<file path="src/rtl/input_shift_register_pkg.sv">
// Shared types for the PIO input shift register: FSM states, MOV opcodes, RX fifo status.
package input_shift_register_pkg;

  typedef enum logic {
    StIdle,
    StPushPending
  } isr_state_e;

  typedef enum logic [1:0] {
    MovNone    = 2'b00,
    MovWrite   = 2'b01,
    MovRead    = 2'b10,
    MovReadClr = 2'b11
  } isr_mov_e;

  typedef struct packed {
    logic full;
    logic empty;
  } fifo_status_t;

endpackage

</file>
<file path="src/rtl/input_shift_register_if.sv">
// RX fifo push port: the ISR (master) presents a word and push strobe, the fifo returns status.
interface input_shift_register_if #(
  parameter int unsigned WIDTH = 32
);
  import input_shift_register_pkg::*;

  fifo_status_t     status;
  logic [WIDTH-1:0] fifo_data;
  logic             fifo_push_en;

  modport master (input status, output fifo_data, output fifo_push_en);
  modport slave  (output status, input fifo_data, input fifo_push_en);

endinterface

</file>
<file path="src/rtl/input_shift_register_shifter.sv">
// ISR shift path: merges the n low bits of in_data into isr from either end (n == WIDTH loads in_data).
module input_shift_register_shifter #(
  parameter int unsigned WIDTH = 32,
  parameter int unsigned CNT_W = $clog2(WIDTH) + 1
) (
  input  logic [WIDTH-1:0] isr,
  input  logic [WIDTH-1:0] in_data,
  input  logic [CNT_W-1:0] n,
  input  logic             shiftdir,
  output logic [WIDTH-1:0] isr_next
);

  logic [WIDTH-1:0] mask;
  logic [WIDTH-1:0] src;
  logic [CNT_W-1:0] room;

  // n is 1..WIDTH; shifts by WIDTH yield zero, so n == WIDTH needs no special case.
  always_comb begin
    room     = CNT_W'(WIDTH) - n;
    mask     = {WIDTH{1'b1}} >> room;
    src      = in_data & mask;
    isr_next = shiftdir ? ((isr >> n) | (src << room)) : ((isr << n) | src);
  end

endmodule

</file>
<file path="src/rtl/input_shift_register.sv">
// PIO input shift register: IN shifts, explicit/auto push to the RX fifo, full stall, MOV access.
// Optional build macro ISR_PUSH_IFFULL_EN adds the push_iffull input.
module input_shift_register
  import input_shift_register_pkg::*;
#(
  parameter int unsigned WIDTH = 32,
  localparam int unsigned CNT_W = $clog2(WIDTH) + 1
) (
  input  logic                 clk,
  input  logic                 rst,
  input  logic [WIDTH-1:0]     in_data,
  input  logic                 shift_en,
  input  logic [4:0]           shift_count,
  input  logic                 shiftdir,
  input  logic                 autopush,
  input  logic [4:0]           push_thresh,
  input  logic                 push_req,
`ifdef ISR_PUSH_IFFULL_EN
  input  logic                 push_iffull,
`endif
  input  logic [1:0]           mov,
  input  logic [WIDTH-1:0]     mov_in,
  output logic [WIDTH-1:0]     mov_out,
  input_shift_register_if.master fifo,
  output logic [WIDTH-1:0]     isr,
  output logic [CNT_W-1:0]     input_shift_counter,
  output logic                 stall
);

  isr_state_e       state_q;
  logic [WIDTH-1:0] isr_q, mov_out_q, fifo_data_q, isr_next;
  logic [CNT_W-1:0] cnt_q, n, thr, cnt_next;
  logic [CNT_W:0]   cnt_sum;
  logic             stall_q, push_en_q, push_skip;

  always_comb begin
    n        = (shift_count == 5'd0) ? CNT_W'(WIDTH) : CNT_W'(shift_count);
    thr      = (push_thresh == 5'd0) ? CNT_W'(WIDTH) : CNT_W'(push_thresh);
    cnt_sum  = {1'b0, cnt_q} + {1'b0, n};
    cnt_next = (cnt_sum > (CNT_W + 1)'(WIDTH)) ? CNT_W'(WIDTH) : cnt_sum[CNT_W-1:0];
  end

`ifdef ISR_PUSH_IFFULL_EN
  assign push_skip = push_iffull && (cnt_q < thr);
`else
  assign push_skip = 1'b0;
`endif

  input_shift_register_shifter #(
    .WIDTH (WIDTH),
    .CNT_W (CNT_W)
  ) u_shifter (
    .isr      (isr_q),
    .in_data  (in_data),
    .n        (n),
    .shiftdir (shiftdir),
    .isr_next (isr_next)
  );

  always_ff @(posedge clk or negedge rst) begin
    if (!rst) begin
      state_q     <= StIdle;
      isr_q       <= '0;
      cnt_q       <= '0;
      mov_out_q   <= '0;
      fifo_data_q <= '0;
      push_en_q   <= 1'b0;
      stall_q     <= 1'b0;
    end else begin
      push_en_q <= 1'b0;
      unique case (state_q)
        StPushPending: begin
          // Everything else is ignored until the fifo drains.
          if (!fifo.status.full) begin
            fifo_data_q <= isr_q;
            push_en_q   <= 1'b1;
            isr_q       <= '0;
            cnt_q       <= '0;
            stall_q     <= 1'b0;
            state_q     <= StIdle;
          end
        end
        StIdle: begin
          stall_q <= 1'b0;
          if (isr_mov_e'(mov) != MovNone) begin
            unique case (isr_mov_e'(mov))
              MovWrite: begin
                isr_q <= mov_in;
                cnt_q <= '0;
              end
              MovRead: mov_out_q <= isr_q;
              MovReadClr: begin
                mov_out_q <= isr_q;
                isr_q     <= '0;
                cnt_q     <= '0;
              end
              default: ;
            endcase
          end else if (push_req) begin
            if (!push_skip) begin
              if (fifo.status.full) begin
                stall_q <= 1'b1;
              end else begin
                fifo_data_q <= isr_q;
                push_en_q   <= 1'b1;
                isr_q       <= '0;
                cnt_q       <= '0;
              end
            end
          end else if (shift_en) begin
            if (autopush && (cnt_next >= thr)) begin
              if (fifo.status.full) begin
                isr_q   <= isr_next;
                cnt_q   <= cnt_next;
                stall_q <= 1'b1;
                state_q <= StPushPending;
              end else begin
                fifo_data_q <= isr_next;
                push_en_q   <= 1'b1;
                isr_q       <= '0;
                cnt_q       <= '0;
              end
            end else begin
              isr_q <= isr_next;
              cnt_q <= cnt_next;
            end
          end
        end
        default: state_q <= StIdle;
      endcase
    end
  end

  assign isr                 = isr_q;
  assign input_shift_counter = cnt_q;
  assign mov_out             = mov_out_q;
  assign stall               = stall_q;
  assign fifo.fifo_data      = fifo_data_q;
  assign fifo.fifo_push_en   = push_en_q;

endmodule
</file>
<file path="src/flat_wrapper.sv">
// flat-port wrapper written by rule: the top's interface ports become plain ports
module input_shift_register_flat import input_shift_register_pkg::*;
#(
  parameter int unsigned WIDTH = 32,
  localparam int unsigned CNT_W = $clog2(WIDTH) + 1
)
  (clk, rst, in_data, shift_en, shift_count, shiftdir, autopush, push_thresh, push_req, mov, mov_in, mov_out, isr, input_shift_counter, stall, fifo_status, fifo_fifo_data, fifo_fifo_push_en);
  input_shift_register_if #(.WIDTH(WIDTH)) fifo_i ();
  input  logic clk;
  input  logic rst;
  input  logic [WIDTH-1:0] in_data;
  input  logic shift_en;
  input  logic [4:0] shift_count;
  input  logic shiftdir;
  input  logic autopush;
  input  logic [4:0] push_thresh;
  input  logic push_req;
  input  logic [1:0] mov;
  input  logic [WIDTH-1:0] mov_in;
  output logic [WIDTH-1:0] mov_out;
  output logic [WIDTH-1:0] isr;
  output logic [CNT_W-1:0] input_shift_counter;
  output logic stall;
  input wire logic [$bits(fifo_i.status)-1:0] fifo_status;
  output wire logic [$bits(fifo_i.fifo_data)-1:0] fifo_fifo_data;
  output wire logic [$bits(fifo_i.fifo_push_en)-1:0] fifo_fifo_push_en;
  assign fifo_i.status = fifo_status;
  assign fifo_fifo_data = fifo_i.fifo_data;
  assign fifo_fifo_push_en = fifo_i.fifo_push_en;
  input_shift_register #(.WIDTH(WIDTH)) u_core (.clk(clk), .rst(rst), .in_data(in_data), .shift_en(shift_en), .shift_count(shift_count), .shiftdir(shiftdir), .autopush(autopush), .push_thresh(push_thresh), .push_req(push_req), .mov(mov), .mov_in(mov_in), .mov_out(mov_out), .fifo(fifo_i), .isr(isr), .input_shift_counter(input_shift_counter), .stall(stall));
endmodule
</file>
<file path="config.mk">
export PLATFORM = sky130hd
export DESIGN_NAME = input_shift_register_flat
export DESIGN_NICKNAME = d
export VERILOG_FILES = /design/src/rtl/input_shift_register_pkg.sv /design/src/rtl/input_shift_register_if.sv /design/src/rtl/input_shift_register_shifter.sv /design/src/rtl/input_shift_register.sv /design/src/flat_wrapper.sv
export SDC_FILE = /design/constraint.sdc
export NUM_CORES = 1
export LEC_CHECK = 0
export BUFFER_PORTS_ARGS = -buffer_cell sky130_fd_sc_hd__buf_2
export CELL_PAD_IN_SITES_DETAIL_PLACEMENT = 0
export CELL_PAD_IN_SITES_GLOBAL_PLACEMENT = 2
export CORE_ASPECT_RATIO = 0.9
export CORE_MARGIN = 10
export CORE_UTILIZATION = 35
export DETAILED_ROUTE_END_ITERATION = 16
export PLACE_DENSITY_LB_ADDON = 0.25
export REMOVE_ABC_BUFFERS = 1
export SLEW_MARGIN = 20
export SYNTH_ARGS = -nofsm -noshare
export SYNTH_HDL_FRONTEND = slang
export SYNTH_SLANG_ARGS = --single-unit
</file>
<file path="constraint.sdc">
create_clock -name clk -period 5.1 [get_ports clk]
set_input_delay 0.765 -clock clk [delete_from_list [all_inputs] [get_ports clk]]
set_output_delay 0.765 -clock clk [all_outputs]
set_load 0.01 [all_outputs]
</file>
== After elaboration in Yosys (flattened, before gate mapping) ==
Cells that the tools add are included.

* Register bits after elaboration: 105
* Output and inout bits: 104
* Logic and storage cells: 83

* Add/subtract/negate cells: 2
* $lt $le $gt $ge: 2
* Equality and inequality tests: 11
* Shifts and indexed selects: 4
* Muxes and demuxes: 43
* Bitwise logic cells: 4
* Reduce and logical (&&, ||, !) cells: 10

{| class="wikitable"
|+ Operators with widths
! kind !! number
|-
| 32-bit two-way mux || 13
|-
| 32-bit one-hot mux with 2 select lines || 3
|-
| 32-bit bitwise OR || 2
|-
| 32-bit by 6-bit << shifter with 32-bit output || 2
|-
| 6-bit two-way mux || 10
|-
| 32-bit AND || 1
|-
| 32-bit by 6-bit right shift with 32-bit output || 1
|-
| 32-bit by 6-bit right shift with 32-bit output (first input constant) || 1
|-
| 1-bit two-way mux || 13
|-
| 6-bit one-hot mux with 2 select lines || 1
|-
| 5-bit zero test || 2
|-
| 3-bit != test (second input constant) || 3
|-
| 6-bit by 6-bit adder with 7-bit output || 1
|-
| 7-bit by 6-bit greater-than comparator with 1-bit output (second input constant) || 1
|-
| 6-bit >= comparator || 1
|-
| 1-bit one-hot mux with 2 select lines || 3
|-
| 6-bit subtractor (first input constant) || 1
|-
| 2-bit == test (second input constant) || 2
|-
| 2-bit != test (second input constant) || 2
|-
| 4-bit by 3-bit != test with 1-bit output (second input constant) || 1
|-
| 4-bit != test (second input constant) || 1
|-
| 2-bit AND reduction || 2
|-
| 4-bit AND reduction || 1
|-
| 2-bit OR reduction || 2
|-
| 6 further kinds || 6
|}

== Logic depth before layout (Yosys ltp) ==
* Depth after elaboration: 14
* Depth in mapped cells: 27

== Cells and area by module ==
From an unflattened synthesis, not the netlist that was laid out.

* Cell total of the unflattened synthesis: 1534
* Area total of the unflattened synthesis: 12159.2 um2

{| class="wikitable"
|+ Modules (own cells, without submodules)
! module !! times used !! cells an instance !! area an instance (um2)
|-
| input_shift_register_shifter || 1 || 993 || 6749.0
|-
| input_shift_register || 1 || 541 || 5410.2
|}

== Worst setup path before layout ==
OpenSTA, ideal clock, no wires.

* Kind: input to register
* From: input port shift_count[0]
* To: register u_core.fifo_data_q[31] (netlist: u_core.fifo.fifo_data[31])
* Arrival: 5.741 ns
* Slack: -0.764 ns
* Stages: 25
* Buffers on the path: 8
* Cells stage by stage: buf_2 buf_4 buf_4 buf_2 buf_2 buf_2 clkbuf_1 ha_1 maj3_1 maj3_2 maj3_2 and4b_1 o21ai_2 inv_2 and2_1 ha_1 a21o_1 a21o_1 a21o_1 and2_0 nor2_1 inv_1 clkbuf_1 o21ai_0 nand2_1

* Word-level cells in the longest chain between the ends: 14
* Elaborated cells between the ends (all ways): 24
* Classes of those cells: 2 x add/sub; 2 x order compare; 1 x eq/ne; 4 x shift; 9 x mux; 3 x bitwise; 3 x reduce/logical

{| class="wikitable"
|+ Ends and longest elaborated chain
! item !! RTL line !! text
|-
| start, declared || flat_wrapper.sv:13 || <nowiki>input logic [4:0] shift_count;</nowiki>
|-
| 5-bit zero test || input_shift_register.sv:37 || <nowiki>n = (shift_count == 5'd0) ? CNT_W'(WIDTH) : CNT_W'(shift_count);</nowiki>
|-
| 6-bit two-way mux * || input_shift_register.sv:37 ||
|-
| 6-bit subtractor || input_shift_register_shifter.sv:19 || <nowiki>room = CNT_W'(WIDTH) - n;</nowiki>
|-
| 32-bit by 6-bit right shift with 32-bit output || input_shift_register_shifter.sv:20 || <nowiki>mask = {WIDTH{1'b1}} >> room;</nowiki>
|-
| 32-bit AND || input_shift_register_shifter.sv:21 || <nowiki>src = in_data & mask;</nowiki>
|-
| 32-bit by 6-bit << shifter with 32-bit output || input_shift_register_shifter.sv:22 || <nowiki>isr_next = shiftdir ? ((isr >> n) | (src << room)) : ((isr << n) | src);</nowiki>
|-
| 32-bit bitwise OR || input_shift_register_shifter.sv:22 ||
|-
| 32-bit two-way mux || input_shift_register_shifter.sv:22 ||
|-
| 32-bit two-way mux || input_shift_register.sv:112 || <nowiki>if (fifo.status.full) begin</nowiki>
|-
| 32-bit two-way mux || input_shift_register.sv:111 || <nowiki>if (autopush && (cnt_next >= thr)) begin</nowiki>
|-
| 32-bit two-way mux || input_shift_register.sv:110 || <nowiki>end else if (shift_en) begin</nowiki>
|-
| 32-bit two-way mux || input_shift_register.sv:99 || <nowiki>end else if (push_req) begin</nowiki>
|-
| 32-bit two-way mux || input_shift_register.sv:85 || <nowiki>if (isr_mov_e'(mov) != MovNone) begin</nowiki>
|-
| 32-bit one-hot mux with 2 select lines || input_shift_register.sv:71 || <nowiki>unique case (state_q)</nowiki>
|-
| end signal, assigned || input_shift_register.sv:75 || <nowiki>fifo_data_q <= isr_q;</nowiki>
|-
| end signal, assigned || input_shift_register.sv:104 || <nowiki>fifo_data_q <= isr_q;</nowiki>
|-
| end signal, assigned || input_shift_register.sv:118 || <nowiki>fifo_data_q <= isr_next;</nowiki>
|-
| end, declared || input_shift_register.sv:31 || <nowiki>logic [WIDTH-1:0] isr_q, mov_out_q, fifo_data_q, isr_next;</nowiki>
|}

Every way passes the cells marked *; elsewhere a longest branch is shown, timed or not. The select of a mux whose other input is x is not followed.
A chain may end at the register's enable or synchronous reset.

== Final worst setup path ==
Same ends and word-level chain as after synthesis.

==> results_dict.tcl <==
set metrics [dict create \
    wl_per_cell_um 31.7 \
    final_antenna_net_count 0 \
    port_buffers 186 \
    syn_area_um2 12500 \
    path_delay_family "adder cells" \
    ys_seq_area_share_pct 21.1 \
    r2r-start "u_core.input_shift_counter[0]$_DFFE_PN0P_" \
    nets 1792 \
    dieArea_um2 43600 \
    power_density_nw_per_um2 266 \
    ys_seq_elements 105 \
    grt.overflow.total 0 \
    crit_slowest_cell "inv_1" \
    max_slew.worst_pin.slew_ns 1.20 \
    drcViolationCount 0 \
    fillers 3718 \
    core.rowCount 65 \
    dpl.hpwl_um 53000 \
    rrSetupSlack_ns 0.50 \
    worst_slack_ns 0.426 \
    pre_cts_slack_ns 0.0858 \
    timing.final.crit_period_ns 4.67 \
    routed_wl_um 68700 \
    layout-drive-gt1-share_pct 27.6 \
    rsz0062_at_grt "no" \
    syn_area_per_cell_um2 8.05 \
    relSlewSlack_pct 18.4 \
    seq_area_um2 2630 \
    async_flop_share_pct 100 \
    cap_violations 0 \
    cts.repair.resized 0 \
    worstPathArrival_ns 4.92 \
    root_buffer "clkbuf_16" \
    multi_input_area_um2 8960 \
    cp_slowest_stage_delay_ns 0.41 \
    fin_area_um2 14500 \
    drt_first_pass_iters 6 \
    post_dp_cell_area_um2 14200 \
    hold_class "input port to async pin" \
    cp-end-kind "flop" \
    synth_edf_count 0 \
    fp.dieH_um 199 \
    crit_required_ns 5.35 \
    initial_core_util_pct 35.5 \
    clock_skew_ns 0.0103 \
    ios 188 \
    grt_pass1_vias 13948 \
    slew_violations 0 \
    worst_r2r_path_depth 19 \
    vias_per_cell 6.63 \
    numCtsBuffers 9 \
    area_growth_pct 16.1 \
    yosysWarnings 0 \
    ir_drop_mv 0.171 \
    core_area_um2 35100 \
    synth.distinct_cells 97 \
    synthFlopType "dfrtp_1" \
    grt_max_degree 67 \
    cts_setup_buffers 0 \
    synth_cells 1548 \
    cts_tree "yes" \
    clk_pin_slew_ns 0.08 \
    cts_max_path_buffers 2 \
    post-route-period-util_pct 91.7 \
    start_kind "input port" \
    fp.dieW_um 219 \
    worstSetupPathType "input port to flop" \
    crit_chain "buf_4, ha_1, ha_1, a21o_1, maj3_1, maj3_1, and4b_1, o21ai_2, buf_4, nor2_1, ha_1, a21o_1, a21oi_1, nor2b_1, a21o_1, and2_0, nor2_1, inv_1, o21ai_0, nand2_1" \
    startpoint "shift_count[0]" \
    grtUsageTotal_pct 30.8 \
    final_common_cell "buf_2" \
    grt_pass1_wl_um 99500 \
    antenna_cells 0 \
    cp.buffers_inverters 3 \
    cp_max_fo 14 \
    holdBufCountCts 0 \
    outcome "complete, no violations" \
    dr_total_vias 14385 \
    setup_viol 0 \
    layout_common_cells "182 x buf_2, 169 x nand2_1, 124 x buf_4" \
    cts_sinks 105 \
    fmax_mhz 214 \
    h-tree-depth 3 \
    p_leak_nw 6.20 \
    clock_latency_ns 0.37 \
    hold_viol_final 0 \
    gp_congestion 0.994 \
    r2r_end "u_core.fifo.fifo_data[31]$_DFFE_PN0P_" \
    antenna_found_initial 0 \
    drt_iter0_markers 1794 \
]
## synth_stat cells, drive strengths merged (15+ instances only)
library cell | n | share of area, %
a31oi | 33 | 1.7
buf | 78 | 3.5
nor2 | 123 | 3.7
nor3 | 35 | 1.4
inv | 30 | 0.90
a221oi | 15 | 1.2
a22oi | 39 | 2.4
a21oi | 109 | 4.4
mux2 | 51 | 4.6
o21ai | 120 | 4.9
nand2 | 170 | 5.1
a211oi | 22 | 1.3
o211ai | 19 | 1.2
o22ai | 34 | 1.8
mux2i | 83 | 6.7
mux4 | 54 | 9.8
nand3 | 29 | 1.2
dfrtp | 105 | 21
a21o | 15 | 0.90
o31ai | 29 | 1.8
clkbuf | 94 | 2.9
## worst max-delay path by stage
stage	slack [ns]	end	cells past startpoint
2_1_floorplan	-0.38	u_core.isr[24]$_DFFE_PN0P_	12
3_3_place_gp	0.11	u_core.fifo.fifo_data[31]$_DFFE_PN0P_	20
3_5_place_dp	0.09	u_core.fifo.fifo_data[31]$_DFFE_PN0P_	20
4_1_cts	0.46	u_core.fifo.fifo_data[31]$_DFFE_PN0P_	20
5_1_grt	0.13	u_core.fifo.fifo_data[4]$_DFFE_PN0P_	20
6_report	0.43	u_core.fifo.fifo_data[31]$_DFFE_PN0P_	20
## cell families (layout without fill, tap and decap cells)
family / Yosys count / in the layout / share of synthesized area [%]
adder cells (fa/ha/maj): 18 / 18 / 1.73
flip-flops: 105 / 105 / 21.1
AO/OA/AOI/OAI: 567 / 567 / 31.1
multiplexers: 188 / 188 / 21.0
AND/OR/NAND/NOR: 456 / 456 / 17.0
XOR/XNOR: 9 / 9 / 0.693
buffers and inverters: 205 / 357 / 7.36
## area by class of cell
type / count / share of cell area (%)
flip-flops and latches: 105 / 18.2
clock buffers: 9 / 1.56
clock inverters: 7 / 0.432
repair buffers: 308 / 13.0
inverters: 33 / 0.856
well taps: 469 / 4.06
multi-input cells: 1238 / 61.9
## where the power goes
group | leakage [nW] | switching, mW | internal (mW)
logic | 4.70 | 1.20 | 0.753
clock network | 0.136 | 0.360 | 0.340
registers | 1.36 | 0.223 | 0.980
## registers in the layout, summed over array words and instances (netlist names)
| signal | flops |
|---|---|
| u_core.fifo.fifo_data | 32 |
| u_core.fifo.fifo_push_en | 1 |
| u_core.input_shift_counter | 6 |
| u_core.isr | 32 |
| u_core.mov_out | 32 |
| u_core.stall | 1 |
| u_core.state_q | 1 |
## routing by layer
metal / track usage, % / part of all wire, % / vias up
li1: - / - / 6247
met1: 42.7 / 43 / 7212
met2: 45.5 / 43 / 819
met3: 8.64 / 11 / 107
met4: 9.16 / 3.1 / 0
met5: 0 / 0 / -
## worst reg2reg max path, stage by stage, from the launching register on
cell	delay (ns)
dfrtp_1	0.43
ha_1	0.25
ha_1	0.20
a21o_1	0.17
maj3_1	0.36
maj3_1	0.38
and4b_1	0.27
o21ai_2	0.08
buf_4	0.17
nor2_1	0.15
ha_1	0.26
a21o_1	0.16
a21oi_1	0.14
nor2b_1	0.07
a21o_1	0.24
and2_0	0.19
nor2_1	0.13
inv_1	0.41
o21ai_0	0.33
nand2_1	0.08
## through the flow
stage	util [%]	instances	hold WS [ns]	TNS, ns	power (mW)
CTS	41.2	2169	0.498	0	3.83
detailed placement	40.3	2153	0.478	0	3.12
floorplan	-	1376	0.469	-6.99	2.14
global placement	40.3	2153	0.468	0	3.11
global route	41.2	2169	0.520	0	4.05
finish	41.2	2169	0.497	0	3.86
Note: power is estimated with default switching activity, not from simulation.
